**src/rtl/bram_arbiter.sv**
```systemverilog
// bram_arbiter: round-robin request/acknowledge arbiter that shares one
// single-port 256x8 block RAM between two requesters. Each transaction takes
// three cycles: grant/register the command (IDLE), let the RAM sample it
// (ISSUE), then collect the registered RAM output and acknowledge (CAPTURE).
module bram_arbiter #(
  parameter int ADDR_W = 8,
  parameter int DATA_W = 8
) (
  input  logic              clk,
  input  logic              rst_n,
  input  logic              req0,
  input  logic              req1,
  input  logic              rw0,
  input  logic              rw1,
  input  logic [ADDR_W-1:0] addr0,
  input  logic [ADDR_W-1:0] addr1,
  input  logic [DATA_W-1:0] wdata0,
  input  logic [DATA_W-1:0] wdata1,
  output logic              ack0,
  output logic              ack1,
  output logic [DATA_W-1:0] rdata0,
  output logic [DATA_W-1:0] rdata1,
  output logic [1:0]        gnt,
  output logic              busy,
  output logic [ADDR_W-1:0] mem_addr,
  output logic [DATA_W-1:0] mem_data,
  output logic              mem_rw,
  input  logic [DATA_W-1:0] mem_out
);

  localparam logic [1:0] IDLE    = 2'd0;
  localparam logic [1:0] ISSUE   = 2'd1;
  localparam logic [1:0] CAPTURE = 2'd2;

  logic [1:0] state;
  // Priority pointer: 0 = port 0 wins a tie, 1 = port 1 wins a tie.
  logic       prio;
  // Remembers whether the transaction in flight is a write, since mem_rw
  // is dropped after the RAM has sampled it.
  logic       op_wr;

  logic elig0;
  logic elig1;
  logic pick1;
  logic grant_any;

  // Arbitration: a port whose ack is on the wire this cycle is masked so a
  // held request cannot be re-granted on the acknowledge edge.
  always_comb begin
    elig0     = req0 & ~ack0;
    elig1     = req1 & ~ack1;
    grant_any = elig0 | elig1;
    pick1     = elig1 & (~elig0 | prio);
  end

  assign busy = (state != IDLE);

  // Three-state transaction sequencer.
  always_ff @(posedge clk or negedge rst_n) begin
    if (!rst_n) begin
      state <= IDLE;
    end else begin
      case (state)
        IDLE:    if (grant_any) state <= ISSUE;
        ISSUE:   state <= CAPTURE;
        CAPTURE: state <= IDLE;
        default: state <= IDLE;
      endcase
    end
  end

  // RAM command registers: loaded on grant; mem_rw is a single-cycle strobe
  // so the RAM sees harmless reads at all other times.
  always_ff @(posedge clk or negedge rst_n) begin
    if (!rst_n) begin
      mem_addr <= '0;
      mem_data <= '0;
      mem_rw   <= 1'b0;
      op_wr    <= 1'b0;
    end else begin
      mem_rw <= 1'b0;
      if (state == IDLE && grant_any) begin
        mem_addr <= pick1 ? addr1  : addr0;
        mem_data <= pick1 ? wdata1 : wdata0;
        mem_rw   <= pick1 ? rw1    : rw0;
        op_wr    <= pick1 ? rw1    : rw0;
      end
    end
  end

  // Owner indication: set on grant, cleared when the transaction completes.
  always_ff @(posedge clk or negedge rst_n) begin
    if (!rst_n) begin
      gnt <= 2'b00;
    end else if (state == IDLE && grant_any) begin
      gnt <= pick1 ? 2'b10 : 2'b01;
    end else if (state == CAPTURE) begin
      gnt <= 2'b00;
    end
  end

  // One-cycle acknowledge to the owner on the capture edge.
  always_ff @(posedge clk or negedge rst_n) begin
    if (!rst_n) begin
      ack0 <= 1'b0;
      ack1 <= 1'b0;
    end else begin
      ack0 <= (state == CAPTURE) & gnt[0];
      ack1 <= (state == CAPTURE) & gnt[1];
    end
  end

  // Read-data capture: only reads update the owner's result register.
  always_ff @(posedge clk or negedge rst_n) begin
    if (!rst_n) begin
      rdata0 <= '0;
      rdata1 <= '0;
    end else if (state == CAPTURE && !op_wr) begin
      if (gnt[0]) rdata0 <= mem_out;
      if (gnt[1]) rdata1 <= mem_out;
    end
  end

  // Round-robin pointer: after each transaction the other port gets priority.
  always_ff @(posedge clk or negedge rst_n) begin
    if (!rst_n) begin
      prio <= 1'b0;
    end else if (state == CAPTURE) begin
      prio <= gnt[0];
    end
  end

endmodule

```
**config.mk**
```make
export PLATFORM = sky130hd
export DESIGN_NAME = bram_arbiter
export DESIGN_NICKNAME = d
export VERILOG_FILES = /design/src/rtl/bram_arbiter.sv
export SDC_FILE = /design/constraint.sdc
export NUM_CORES = 1
export LEC_CHECK = 0
export CORE_ASPECT_RATIO = 2
export CORE_UTILIZATION = 36
export DETAILED_ROUTE_END_ITERATION = 7
export PLACE_DENSITY = 0.75
export SYNTH_ARGS = -nofsm -noshare
export SYNTH_HDL_FRONTEND = slang
export SYNTH_SLANG_ARGS = --single-unit
export TNS_END_PERCENT = 30
```
**constraint.sdc**
```tcl
create_clock -name clk -period 1.3 [get_ports clk]
set_input_delay 0.26 -clock clk [delete_from_list [all_inputs] [get_ports clk]]
set_output_delay 0.26 -clock clk [all_outputs]
set_load 0.02 [all_outputs]
```
# --- Word level (Yosys, flattened, before mapping) ---
# Index checks and enable logic that the tools add are counted.
classes:
  n_lt_le_gt_ge: 0
  add_sub_neg: 0
  n_bitwise: 10
  n_eq_ne: 3
  n_reduce_logical: 8
  n_div: 0
  n_mul: 0
  mux: 9
  shift: 0
ops:
  columns: ["cell", "count"]
  rows:
  - ["$mux 8", 2]
  - ["$mux 2", 4]
  - ["$and 1x1->1", 5]
  - ["$pmux 2 s2", 1]
  - ["$reduce_and 2->1", 2]
  - ["$reduce_bool 2->1", 2]
  - ["$not 1->1", 3]
  - ["$eq 2x1->1 const B", 1]
  - ["$eq 2x2->1 const B", 1]
  - ["$logic_and 1x1->1", 2]
  - ["$logic_not 2->1", 1]
  - ["$mux 1", 2]
  - ["$ne 2x2->1 const B", 1]
  - ["$or 1x1->1", 2]
  - ["$logic_not 1->1", 1]
totals:
  latchBits: 0
  output_inout_bits: 38
  input_bits: 46
  mem_bits_rw: 0
  romBits: 0
  mem_count: 0
  word_cells: 41
  regBits: 41

# --- Logic depth before layout (Yosys ltp) ---
depth:
  word_depth: 7
  mapped_depth: 6
  ltp_nobuf: 5

# --- Worst setup path after synthesis ---
# Ideal clock, no wire load.
synth_path:
  path_kind: "register -> register"
  start: "register ack0"
  end: "register mem_addr[0]"
  arrival_time_ps: 1333
  slack_ps: -160
  path_buffers: 2
  path_stages_with_launch: 7
  required_ps: 1173
  setup_time_ps: 127
  synth_period_minus_slack_ps: 1460
  cell_sequence: "dfrtp_1 nand2b_4 o211a_1 buf_6 buf_6 a222oi_1 inv_1"
synth_between:
  elab_chain_len: 6
  elab_cells_between_ends: 8
  classes_between: "1 x mux; 6 x bitwise; 1 x reduce/logical"
synth_lines:
  columns: ["item", "line", "source"]
  rows:
  - ["start, declared", "19", "output logic ack0,"]
  - ["start signal, assigned", "108", "ack0 <= (state == CAPTURE) & gnt[0];"]
  - ["$not 1->1 *", "50", "elig0 = req0 & ~ack0;"]
  - ["$and 1x1->1 *", "50", null]
  - ["$not 1->1", "53", "pick1 = elig1 & (~elig0 | prio);"]
  - ["$or 1x1->1", "53", null]
  - ["$and 1x1->1", "53", null]
  - ["$mux 8", "83", "mem_addr <= pick1 ? addr1 : addr0;"]
  - ["end signal, assigned", "83", null]
  - ["end, declared", "25", "output logic [ADDR_W-1:0] mem_addr,"]
# Every way passes the cells marked *; elsewhere a longest branch is shown, timed or not.
# A chain may end at the register's enable or synchronous reset.

# --- Worst setup path after layout ---
layout_path:
  start: "register state[0]"
  end: "register rdata1[1]"
layout_between:
  elab_chain_len: 3
layout_lines:
  columns: ["item", "line", "source"]
  rows:
  - ["start, declared", "35", "logic [1:0] state;"]
  - ["start signal, assigned", "61", "state <= IDLE;"]
  - ["start signal, assigned", "64", "IDLE: if (grant_any) state <= ISSUE;"]
  - ["start signal, assigned", "65", "ISSUE: state <= CAPTURE;"]
  - ["$eq 2x2->1", "118", "end else if (state == CAPTURE && !op_wr) begin"]
  - ["$logic_and 1x1->1", "118", null]
  - ["$reduce_and 2->1 (no line)", null, null]
  - ["end signal, assigned", "120", "if (gnt[1]) rdata1 <= mem_out;"]
  - ["end, declared", "22", "output logic [DATA_W-1:0] rdata1,"]
# No other way between the ends.

==> metrics <==
status=finished with violations; failing checks=negative setup slack; Synth Area in Compound Gates=0.142; drt pass-1 iters=6; die area=5060 um^2; GRT Total Usage=0.186; final WL=between 4 and 5 mm; fmax=a little under 0.7 GHz; Req. time, crit path=between 1 and 1.5 ns; Core Util, Final=0.624; Bufs on Longest Clock Path=2; final setup margin=-0.187 ns; CTS tree=done; RePlAce Congestion=approximately 0.79; Crit Path Category=flop to flop; max-capacitance violation count=0; Least-Margin Pin Slew=~0.32 ns; Synth Cell Area=approximately 1700 um^2; leakage=around 1.4 nW; Clock transition at path regs=~0.08 ns; crit path time final=1.49 ns; share of layout cells above drive strength 1=0.262; RSZ-0062 raised after global routing=true; number of synthesized flops with an enable pin=0; final slew viol count=0; Synth Warn #=0; Worst-Skew Late Latency=approximately 0.29 ns; drt drc=0; vias in the first global route=between 1k and 1.5k; routed vias=roughly 1.4k; CTS Buf Count=5; DIE WIDTH=about 51 um; core area=between 4000 and 5000 um^2; H-tree Lvls=2; Avg Inst Size Synth=14.3 um^2; nets=266; most frequent cell after synthesis=dfrtp_1; P&R area growth vs syn=67.3%; most area-hungry cell type in the Yosys netlist=dfrtp_1; FP Rows=35; largest family of logic cells by synthesized area=compound AO/OA/AOI/OAI gates; worst hold slack=around 0.38 ns; post-detail-place hpwl=3.21 mm; Worst R2R Setup Slack=-0.19 ns; Synth area leaders=dfrtp_1 (60%), a222oi_1 (9.9%), mux2_4 (7.0%); power per cell area=approximately 2400 nW/um^2; WL per Instance=around 16 um; IO Pins=84; CTS root buffer=clkbuf_8; Finished Cell Area=2870 um^2; most frequent cells after synthesis=dfrtp_1 (41), inv_1 (20), a222oi_1 (17), mux2_2 (8), mux2_4 (8); period utilization=1.14; worst vdd ir=0.00153 V; CP Max Fanout=8; Total Neg Setup Slack=-2.91 ns; Yosys reg bits=between 40 and 50; Final setup viols=34; sequential area share after synthesis=0.599; Detail Route Antenna Nets=0; worst r2r src=state[0]$_DFFE_PN0P_; I/O Buffers=83; end of the worst register-to-register path=rdata1[1]$_DFFE_PN0P_; ANT cells=0; global-route wire length before repair=roughly 7.0 mm; XOR/XNOR Fraction of Synth Area=0; startpoint types=flop; critical path capture point type=flop; Mapped Cells=120; Starting Density=0.373; Clock Skews=about 0.0052 ns; DRT iter0 DRCs=64; distinct cell type count after synthesis=25; Final Hold Viols=0; fraction of the mapped netlist area in adder cells=0; post-synth top area share=0.599; Vias/cell=roughly 5.1; post-synth net total=approximately 170; largest net degree at the start of global routing=20; die height=around 100 um; CP arrival=roughly 1.7 ns; dpl cell area=approximately 2600 um^2; post-synthesis mux area share=0.123; antenna violations before repair=0; worst-case reg-to-reg path depth=5; Overflow after GRT=0; Worst slew margin=0.789; Primary FF master, synth=dfrtp_1; CTS sink count=41; worst hold path class=input pin to async pin; Post-Synth Simple-Gate Area=0.0584; Post-synth ARST share=1.00
critical path, stage by stage (launching register included):
cell	delay [ns]
dfrtp_2	0.45
nor2b_4	0.16
and2_4	0.16
nor2b_4	0.16
buf_12	0.14
mux2_4	0.30
registers in the layout, summed over array words and instances (netlist names):
name,cells
state,2
gnt,2
op_wr,1
mem_rw,1
rdata1,8
prio,1
ack0,1
rdata0,8
mem_data,8
ack1,1
mem_addr,8
metal layers:
metal,GRT usage,up-vias,part of all wire
li1,-,630,-
met5,0,-,0
met3,0.0428,9,0.057
met4,0.0748,0,0.027
met1,0.207,685,0.36
met2,0.332,71,0.55
cells in the final DEF (no fill, tap or decap):
cell type,count
buf_4,8
clkbuf_2,2
buf_2,2
dlymetal6s2s_1,1
mux2_4,16
o21ai_0,1
inv_2,1
dlygate4sd2_1,26
and2b_2,1
dfrtp_2,2
clkbuf_8,6
nand2_2,1
o211a_4,1
clkdlybuf4s15_1,11
clkdlybuf4s50_1,42
a222oi_1,17
buf_6,2
a211oi_4,1
nor2b_4,3
dfrtp_1,39
buf_12,4
inv_1,20
a21o_1,1
and2b_1,1
dlygate4sd3_1,1
clkinvlp_4,1
and2_4,1
nand2b_4,1
nor2_4,2
nor2_1,1
a31o_2,1
bufinv_16,1
o21ai_2,1
a22o_1,1
a2bb2oi_1,1
where the power goes:
part           leakage, nW  internal, mW  switching [mW]
registers            0.506          1.89           0.409
logic                0.846          1.73            1.68
clock network       0.0574         0.624           0.422
total                 1.41          4.24            2.51
through the flow:
stage	setup slack (ns)	total power [mW]	std cells
2_1_floorplan	-0.140	4.20	120
3_3_place_gp	-0.621	5.75	261
3_5_place_dp	-0.642	5.80	261
4_1_cts	-0.235	6.60	274
5_1_grt	-0.245	7.13	276
6_report	-0.187	6.74	276
area by class of cell:
class                      count  area [um^2]
fill                         386         1730
sequential                    41         1030
timing repair buffer          99          963
multi-input combinational     52          608
clock buffer                   6         82.6
inverter                      21         78.8
tap                           55         68.8
clock inverter                 2         37.5
how the worst max path moves through the flow:
stage | end | slack, ns | cells past startpoint | from
floorplan | mem_addr[0]$_DFFE_PN0P_ | -0.14 | 6 | ack0$_DFF_PN0_
global placement | mem_addr[1]$_DFFE_PN0P_ | -0.62 | 5 | req0
detailed placement | mem_data[4]$_DFFE_PN0P_ | -0.64 | 5 | req0
CTS | busy | -0.24 | 3 | state[0]$_DFFE_PN0P_
global route | rdata1[0]$_DFFE_PN0P_ | -0.25 | 5 | state[1]$_DFFE_PN0P_
finish | rdata1[1]$_DFFE_PN0P_ | -0.19 | 5 | state[0]$_DFFE_PN0P_
cells by family (layout without fill, tap and decap cells):
family,count (synthesis),after routing
flip-flops,41,41
AO/OA/AOI/OAI,25,25
buffers and inverters,27,128
multiplexers,16,16
AND/OR/NAND/NOR,11,11
repair_timing:
item,CTS,global route
resized for setup,44,27
endpoints found under the hold margin,10,0
pin swaps,15,4
cloned,1,0
setup endpoints to repair,73,49
hold buffers,1,0
buffers inserted,3,2
No activity file was read; power rests on OpenSTA's default activity.
